--- config.mk ---
export PLATFORM = sky130hd
export DESIGN_NAME = div_rem_unit
export DESIGN_NICKNAME = d
export VERILOG_FILES = /design/src/rtl/divrem_pkg.sv /design/src/rtl/divrem_step.sv /design/src/rtl/div_rem_unit.sv
export SDC_FILE = /design/constraint.sdc
export NUM_CORES = 1
export LEC_CHECK = 0
export BUFFER_PORTS_ARGS = -buffer_cell sky130_fd_sc_hd__buf_4
export CORE_MARGIN = 2
export CORE_UTILIZATION = 35
export CTS_BUF_LIST = sky130_fd_sc_hd__clkbuf_16
export DETAILED_ROUTE_END_ITERATION = 6
export GPL_ROUTABILITY_DRIVEN = 0
export SYNTH_ARGS = -nofsm -noshare
export SYNTH_HDL_FRONTEND = slang
export SYNTH_SLANG_ARGS = --single-unit
--- constraint.sdc ---
create_clock -name clk -period 9.3 [get_ports clk]
set_clock_uncertainty 0.1 [all_clocks]
set_input_delay 0.465 -clock clk [delete_from_list [all_inputs] [get_ports clk]]
set_output_delay 0.465 -clock clk [all_outputs]
set_load 0.05 [all_outputs]
--- src/rtl/divrem_pkg.sv ---
// divrem_pkg: shared constants for the iterative divide/remainder unit.
// Holds the FSM state encodings, the operation encodings and the default width.
package divrem_pkg;

   // Default operand/result width; the iteration count equals this width.
   localparam int unsigned XLEN_DEFAULT = 32;

   // FSM state encoding (plain constants so legacy tools can read them).
   typedef logic [1:0] state_t;
   localparam state_t ST_IDLE = 2'd0;
   localparam state_t ST_CALC = 2'd1;
   localparam state_t ST_FIX  = 2'd2;
   localparam state_t ST_DONE = 2'd3;

   // Operation encoding: bit 1 selects remainder, bit 0 selects unsigned.
   typedef logic [1:0] op_t;
   localparam op_t OP_DIV  = 2'b00;
   localparam op_t OP_DIVU = 2'b01;
   localparam op_t OP_REM  = 2'b10;
   localparam op_t OP_REMU = 2'b11;

   // True for DIV and REM.
   function automatic logic op_is_signed(input op_t op);
      return ~op[0];
   endfunction

   // True for REM and REMU.
   function automatic logic op_is_rem(input op_t op);
      return op[1];
   endfunction

endpackage

--- src/rtl/divrem_step.sv ---
// divrem_step: one restoring division iteration.
// Shifts the next dividend bit into the partial remainder and subtracts the
// divisor when it fits, producing the new partial remainder and quotient bit.
module divrem_step #(
   parameter int unsigned XLEN = 32
) (
   input  logic [XLEN-1:0] rem_in,
   input  logic            dvd_bit,
   input  logic [XLEN-1:0] divisor,
   output logic [XLEN-1:0] rem_out,
   output logic            q_bit
);

   logic [XLEN:0] shifted;
   logic [XLEN:0] diff;

   // Trial subtraction one bit wider than the operands; the top bit is the borrow.
   always_comb begin
      shifted = {rem_in, dvd_bit};
      diff    = shifted - {1'b0, divisor};
      q_bit   = ~diff[XLEN];
      rem_out = q_bit ? diff[XLEN-1:0] : shifted[XLEN-1:0];
   end

endmodule

--- src/rtl/div_rem_unit.sv ---
// div_rem_unit: iterative restoring divider for DIV/DIVU/REM/REMU.
// IDLE -> CALC (XLEN steps) -> FIX (sign correction) -> DONE (held while stall).
// Divide-by-zero and signed overflow complete straight from IDLE to DONE.
// Optional macro DIVREM_REUSE_EN keeps the last computed operation so a
// matching request (same operands and signedness) completes in one cycle.
module div_rem_unit
   import divrem_pkg::*;
#(
   parameter int unsigned XLEN = XLEN_DEFAULT
) (
   input  logic            clk,
   input  logic            reset,
   input  logic [XLEN-1:0] acc_in_A,
   input  logic [XLEN-1:0] acc_in_B,
   input  logic [1:0]      div_rem_order,
   input  logic            div_rem_order_active,
   input  logic            stall,
   input  logic            flush,
   output logic            div_rem_ready,
   output logic [XLEN-1:0] div_rem_result,
   output logic            div_rem_busy
);

   localparam int unsigned     CW       = $clog2(XLEN);
   localparam logic [CW-1:0]   CNT_ONE  = CW'(1);
   localparam logic [CW-1:0]   CNT_LAST = CW'(XLEN - 1);
   localparam logic [XLEN-1:0] ONE      = XLEN'(1);
   localparam logic [XLEN-1:0] INT_MIN  = {1'b1, {(XLEN-1){1'b0}}};

   // Architectural state.
   state_t          state_q,   state_d;
   logic [CW-1:0]   cnt_q,     cnt_d;
   logic [XLEN-1:0] dvd_q,     dvd_d;     // dividend shifting out, quotient shifting in
   logic [XLEN-1:0] dsr_q,     dsr_d;     // absolute divisor
   logic [XLEN-1:0] rem_q,     rem_d;     // partial remainder
   logic            rem_sel_q, rem_sel_d; // result is the remainder
   logic            qneg_q,    qneg_d;    // quotient needs negation
   logic            rneg_q,    rneg_d;    // remainder needs negation
   logic [XLEN-1:0] result_q,  result_d;

   // Request decode.
   logic            req_signed;
   logic            req_rem;
   logic            a_neg;
   logic            b_neg;
   logic            div_zero;
   logic            ovf;
   logic [XLEN-1:0] abs_a;
   logic [XLEN-1:0] abs_b;

   // Datapath.
   logic [XLEN-1:0] step_rem;
   logic            step_q;
   logic [XLEN-1:0] quo_fix;
   logic [XLEN-1:0] rem_fix;

`ifdef DIVREM_REUSE_EN
   logic            c_valid_q, c_valid_d;
   logic            c_sgn_q,   c_sgn_d;
   logic [XLEN-1:0] c_a_q,     c_a_d;
   logic [XLEN-1:0] c_b_q,     c_b_d;
   logic [XLEN-1:0] c_quo_q,   c_quo_d;
   logic [XLEN-1:0] c_rem_q,   c_rem_d;
   logic            sgn_q,     sgn_d;     // signedness of the operation in flight
   logic [XLEN-1:0] org_a_q,   org_a_d;   // original operands of the operation in flight
   logic [XLEN-1:0] org_b_q,   org_b_d;
   logic            hit;
`endif

   // Decode the incoming request: signedness, absolute operands, special cases.
   always_comb begin
      req_signed = op_is_signed(div_rem_order);
      req_rem    = op_is_rem(div_rem_order);
      a_neg      = req_signed & acc_in_A[XLEN-1];
      b_neg      = req_signed & acc_in_B[XLEN-1];
      abs_a      = a_neg ? (~acc_in_A + ONE) : acc_in_A;
      abs_b      = b_neg ? (~acc_in_B + ONE) : acc_in_B;
      div_zero   = (acc_in_B == '0);
      ovf        = req_signed & (acc_in_A == INT_MIN) & (acc_in_B == '1);
   end

   divrem_step #(
      .XLEN (XLEN)
   ) u_step (
      .rem_in  (rem_q),
      .dvd_bit (dvd_q[XLEN-1]),
      .divisor (dsr_q),
      .rem_out (step_rem),
      .q_bit   (step_q)
   );

   // Sign correction applied in FIX: the remainder follows the dividend's sign.
   always_comb begin
      quo_fix = qneg_q ? (~dvd_q + ONE) : dvd_q;
      rem_fix = rneg_q ? (~rem_q + ONE) : rem_q;
   end

`ifdef DIVREM_REUSE_EN
   // A stored entry matches on both operands and signedness; the op picks the field.
   always_comb begin
      hit = c_valid_q & (acc_in_A == c_a_q) & (acc_in_B == c_b_q) & (req_signed == c_sgn_q);
   end
`endif

   // Next-state and datapath control; flush overrides everything.
   always_comb begin
      state_d   = state_q;
      cnt_d     = cnt_q;
      dvd_d     = dvd_q;
      dsr_d     = dsr_q;
      rem_d     = rem_q;
      rem_sel_d = rem_sel_q;
      qneg_d    = qneg_q;
      rneg_d    = rneg_q;
      result_d  = result_q;
`ifdef DIVREM_REUSE_EN
      sgn_d     = sgn_q;
      org_a_d   = org_a_q;
      org_b_d   = org_b_q;
`endif
      case (state_q)
         ST_IDLE: begin
            if (div_rem_order_active && !flush) begin
               rem_sel_d = req_rem;
               if (div_zero) begin
                  result_d = req_rem ? acc_in_A : '1;
                  state_d  = ST_DONE;
               end else if (ovf) begin
                  result_d = req_rem ? '0 : INT_MIN;
                  state_d  = ST_DONE;
`ifdef DIVREM_REUSE_EN
               end else if (hit) begin
                  result_d = req_rem ? c_rem_q : c_quo_q;
                  state_d  = ST_DONE;
`endif
               end else begin
                  dvd_d   = abs_a;
                  dsr_d   = abs_b;
                  rem_d   = '0;
                  cnt_d   = '0;
                  qneg_d  = a_neg ^ b_neg;
                  rneg_d  = a_neg;
`ifdef DIVREM_REUSE_EN
                  sgn_d   = req_signed;
                  org_a_d = acc_in_A;
                  org_b_d = acc_in_B;
`endif
                  state_d = ST_CALC;
               end
            end
         end
         ST_CALC: begin
            dvd_d = {dvd_q[XLEN-2:0], step_q};
            rem_d = step_rem;
            if (cnt_q == CNT_LAST) begin
               state_d = ST_FIX;
            end else begin
               cnt_d = cnt_q + CNT_ONE;
            end
         end
         ST_FIX: begin
            result_d = rem_sel_q ? rem_fix : quo_fix;
            state_d  = ST_DONE;
         end
         default: begin
            if (!stall) begin
               state_d = ST_IDLE;
            end
         end
      endcase
      if (flush) begin
         state_d = ST_IDLE;
      end
   end

   // State and datapath registers.
   always_ff @(posedge clk or negedge reset) begin
      if (!reset) begin
         state_q   <= ST_IDLE;
         cnt_q     <= '0;
         dvd_q     <= '0;
         dsr_q     <= '0;
         rem_q     <= '0;
         rem_sel_q <= 1'b0;
         qneg_q    <= 1'b0;
         rneg_q    <= 1'b0;
         result_q  <= '0;
      end else begin
         state_q   <= state_d;
         cnt_q     <= cnt_d;
         dvd_q     <= dvd_d;
         dsr_q     <= dsr_d;
         rem_q     <= rem_d;
         rem_sel_q <= rem_sel_d;
         qneg_q    <= qneg_d;
         rneg_q    <= rneg_d;
         result_q  <= result_d;
      end
   end

`ifdef DIVREM_REUSE_EN
   // Store an entry only when a computed operation completes FIX without a flush.
   always_comb begin
      c_valid_d = c_valid_q;
      c_sgn_d   = c_sgn_q;
      c_a_d     = c_a_q;
      c_b_d     = c_b_q;
      c_quo_d   = c_quo_q;
      c_rem_d   = c_rem_q;
      if (state_q == ST_FIX && !flush) begin
         c_valid_d = 1'b1;
         c_sgn_d   = sgn_q;
         c_a_d     = org_a_q;
         c_b_d     = org_b_q;
         c_quo_d   = quo_fix;
         c_rem_d   = rem_fix;
      end
   end

   // Reuse storage registers; only reset clears the valid bit.
   always_ff @(posedge clk or negedge reset) begin
      if (!reset) begin
         c_valid_q <= 1'b0;
         c_sgn_q   <= 1'b0;
         c_a_q     <= '0;
         c_b_q     <= '0;
         c_quo_q   <= '0;
         c_rem_q   <= '0;
         sgn_q     <= 1'b0;
         org_a_q   <= '0;
         org_b_q   <= '0;
      end else begin
         c_valid_q <= c_valid_d;
         c_sgn_q   <= c_sgn_d;
         c_a_q     <= c_a_d;
         c_b_q     <= c_b_d;
         c_quo_q   <= c_quo_d;
         c_rem_q   <= c_rem_d;
         sgn_q     <= sgn_d;
         org_a_q   <= org_a_d;
         org_b_q   <= org_b_d;
      end
   end
`endif

   assign div_rem_ready  = (state_q == ST_DONE);
   assign div_rem_busy   = (state_q != ST_IDLE);
   assign div_rem_result = result_q;

endmodule

==> run metrics <==
status completed; worst-margin pin slew around 1.2 ns; CP Class in -> reg; final wirelength 33200 µm; detailed placer's ending HPWL 25200 µm; Int Power 1.80 mW; Clk network pwr share 18.8%; Syn Nets 1558; slowest cell on the critical path o32ai_1; Residual DRC 0; core box area 31400 µm²; most used flip-flop cell after synthesis dfrtp_1; DR WL met3 2230 µm; Root Buffer clkbuf_16; Mapped Area around 11000 µm²; layout cells sized above 1 11.5%; GRT Overall Usage 20.1%; Post-CTS Setup Bufs 0; RSZ-0062 raised after global routing no; DR iter-0 viols about 1100; IO Port Bufs 104; Critical Path RT around 9.6 ns; # fillers between 3000 and 4000; largest net degree at the start of global routing 83; Critical Path Start Type primary input; min Tclk post-route 4.16 ns; post-CTS sizing 0; most common library cell in the layout ignoring fill and taps nand2_1; Hold Fails Final Rpt 0; Max Clk Rate 0.240 GHz; Power Dens Cells 271 nW/µm²; period utilisation layout approximately 45%; 1st-pass router iterations 5; die extent in y 182 µm; leakage 5.43 nW; Unique masters post-synth 68; remaining antenna violation count 0; Slew Viols, Final 0; Max-slew headroom 22.6%; worst hold-check path type in -> reg; nets 1601; worst-path fanout max 64; crit path cell chain buf_4 -> inv_1 -> ha_1 -> or3b_2 -> nor4_2 -> nand3_1 -> o32ai_1 -> nor2_4 -> a21oi_4 -> buf_4 -> a211oi_1 -> a21oi_1; switching pwr 1.66 mW; die area 33200 µm²; CTS tree yes; Vias/cell 5.51; maximum vdd drop 141 µV; commonest non-fill, non-tap cells in the layout nand2_1 (191), o21ai_0 (168), dfrtp_1 (137), a21oi_1 (125), buf_4 (111); synth-to-layout area growth 14.4%; Die Span X 182 µm; Sequential Power Share 30.4%; Sink Count 138; max_cap viols 0; setup violators final 0; clock-pin transition on the worst setup and hold timing paths 0.07 ns; Initial Util 35.4%; async set-reset flop share out of synthesis 100%; setup TNS 0 ns; Avg Inst Size Synth 7.71 µm²; Syn Inst Count 1443; Critical Path End Type register; wl on met1 15600 µm; number of global-route vias before repair a little under 10000; # rows 65; Critical Path Max Stage Delay about 0.8 ns; sw frac 48.0%; wire per inst ~17 µm; Multi-input gate area 7100 µm²; n_diodes 0; combinational power share roughly half; H-tree depth 4; Warnings, synthesis 0; Via Count about 10000; clock latency on the worst-skew pair 0.43 ns; sequential area share after synthesis 31.0%; GR Overflow Total 0; Longest Clk Path Bufs 2; first-pass GRT wire length around 53000 µm; Worst EP arrival between 4 and 5 ns; CP most frequent cell buf_4; number of flops mapped to enable cells by yosys 0; register area 3450 µm²; initial antenna violation count 0; Top Metal Used met4; I/O pin count 105; number of synthesized register bits between 100 and 150; final core occ about two fifths; TritonCTS Buffers 17; routed wl met2 14800 µm
==> cells in the mapped netlist, types with 4 or more instances <==
| library cell | count | area (µm²) |
|---|---|---|
| nand2_1 | 191 | 717 |
| o21ai_0 | 168 | 841 |
| dfrtp_1 | 138 | 3450 |
| a21oi_1 | 127 | 636 |
| nor2_1 | 102 | 383 |
| xnor2_1 | 83 | 727 |
| clkbuf_1 | 70 | 263 |
| inv_1 | 67 | 251 |
| xor2_1 | 57 | 499 |
| ha_1 | 43 | 538 |
| nor3_1 | 33 | 165 |
| nand3_1 | 27 | 135 |
| mux2i_1 | 23 | 230 |
| o31ai_1 | 22 | 165 |
| nand2b_1 | 21 | 131 |
| nor4_1 | 20 | 125 |
| or3_1 | 19 | 119 |
| nand4_1 | 18 | 113 |
| o211ai_1 | 18 | 135 |
| nor2b_1 | 15 | 93.8 |
| a22oi_1 | 14 | 105 |
| buf_2 | 13 | 65.1 |
| a211oi_1 | 12 | 90.1 |
| a21o_1 | 12 | 90.1 |
| o41ai_1 | 10 | 87.6 |
| a31oi_1 | 9 | 56.3 |
| or4_1 | 9 | 67.6 |
| o21ai_1 | 8 | 40.0 |
| and3_1 | 6 | 37.5 |
| buf_1 | 6 | 22.5 |
| or2_2 | 6 | 37.5 |
| a32oi_1 | 5 | 43.8 |
| mux2_2 | 5 | 56.3 |
| nand3b_1 | 5 | 37.5 |
| o21a_1 | 5 | 37.5 |
| o22ai_1 | 5 | 31.3 |
| a221oi_1 | 4 | 35.0 |
==> area by class of cell <==
| class | count | area share (%) |
|---|---|---|
| timing repair buffer | 113 | 6.72 |
| inverter | 67 | 1.98 |
| clock buffer | 17 | 3.34 |
| tap | 402 | 3.95 |
| multi-input combinational | 1149 | 55.8 |
| clock inverter | 15 | 1.01 |
| sequential | 138 | 27.2 |
==> stage by stage <==
step | hold slack (ns) | setup slack, ns | cells | power [mW] | area [µm²]
floorplan | 0.0694 | 6.07 | 1443 | 2.30 | 11100
global placement | 0.363 | 4.73 | 1868 | 2.77 | 12200
detailed placement | 0.377 | 4.62 | 1868 | 2.80 | 12200
CTS | 0.103 | 5.08 | 1901 | 3.46 | 12700
global route | 0.105 | 4.84 | 1901 | 3.73 | 12700
finish | 0.122 | 5.14 | 1901 | 3.45 | 12700
==> power by group through the flow <==
stage / Sequential (mW) / Clock [mW] / Combinational (mW)
3_3_place_gp: 1.05 / 0 / 1.72
3_5_place_dp: 1.06 / 0 / 1.74
5_1_grt: 1.09 / 0.691 / 1.95
2_1_floorplan: 1.06 / 0 / 1.24
6_report: 1.05 / 0.649 / 1.75
4_1_cts: 1.05 / 0.665 / 1.75
==> worst paths after layout <==
kind / cells past startpoint / slack, ns / endpoint / from
min in group asynchronous: 2 / 0.55 / div_rem_result[3] / reset
setup / recovery: 12 / 5.14 / dvd_q[31] / acc_in_B[0]
hold / removal: 2 / 0.12 / state_q[0] / flush
hold reg to reg: 2 / 0.39 / div_rem_result[21] / div_rem_result[21]
setup reg to reg: 10 / 5.27 / rem_q[30] / rem_q[16]
max in group asynchronous: 3 / 7.26 / rem_sel_q / reset
==> per-layer routing <==
layer,global-route usage [%],vias up
li1,-,5200
met3,3.11,35
met1,28.7,4876
met5,0,-
met2,31.7,372
met4,5.13,0
==> repair_timing <==
action,4_1_cts,5_1_grt
endpoints found under the setup margin,0,0
hold buffers,1,0
hold endpoints to repair,1,0
==> state kept, by name, indices dropped and copies added (netlist names) <==
signal          flops
qneg_q              1
state_q             2
dsr_q              32
div_rem_result     32
rneg_q              1
dvd_q              32
rem_q              32
rem_sel_q           1
cnt_q               5
==> cell families (layout without fill, tap and decap cells) <==
| logic type | count (synthesis) | after routing | share of synthesized area (%) |
|---|---|---|---|
| simple gates | 487 | 487 | 20.6 |
| fa+ha+maj | 44 | 44 | 5.02 |
| buf+inv | 156 | 212 | 5.41 |
| flops | 138 | 138 | 31.0 |
| xor+xnor | 140 | 140 | 11.0 |
| compound gates | 450 | 450 | 24.3 |
| mux | 28 | 28 | 2.58 |
==> worst max-delay path: cells and delay by family <==
| family | cells | cell delay, ns |
|---|---|---|
| AOI/OAI and AO/OA | 4 | 1.75 |
| adders and majority gates | 1 | 0.15 |
| and+or+nand+nor | 4 | 1.24 |
| buffers and inverters | 3 | 0.76 |
Note: power is estimated with default switching activity, not from simulation.
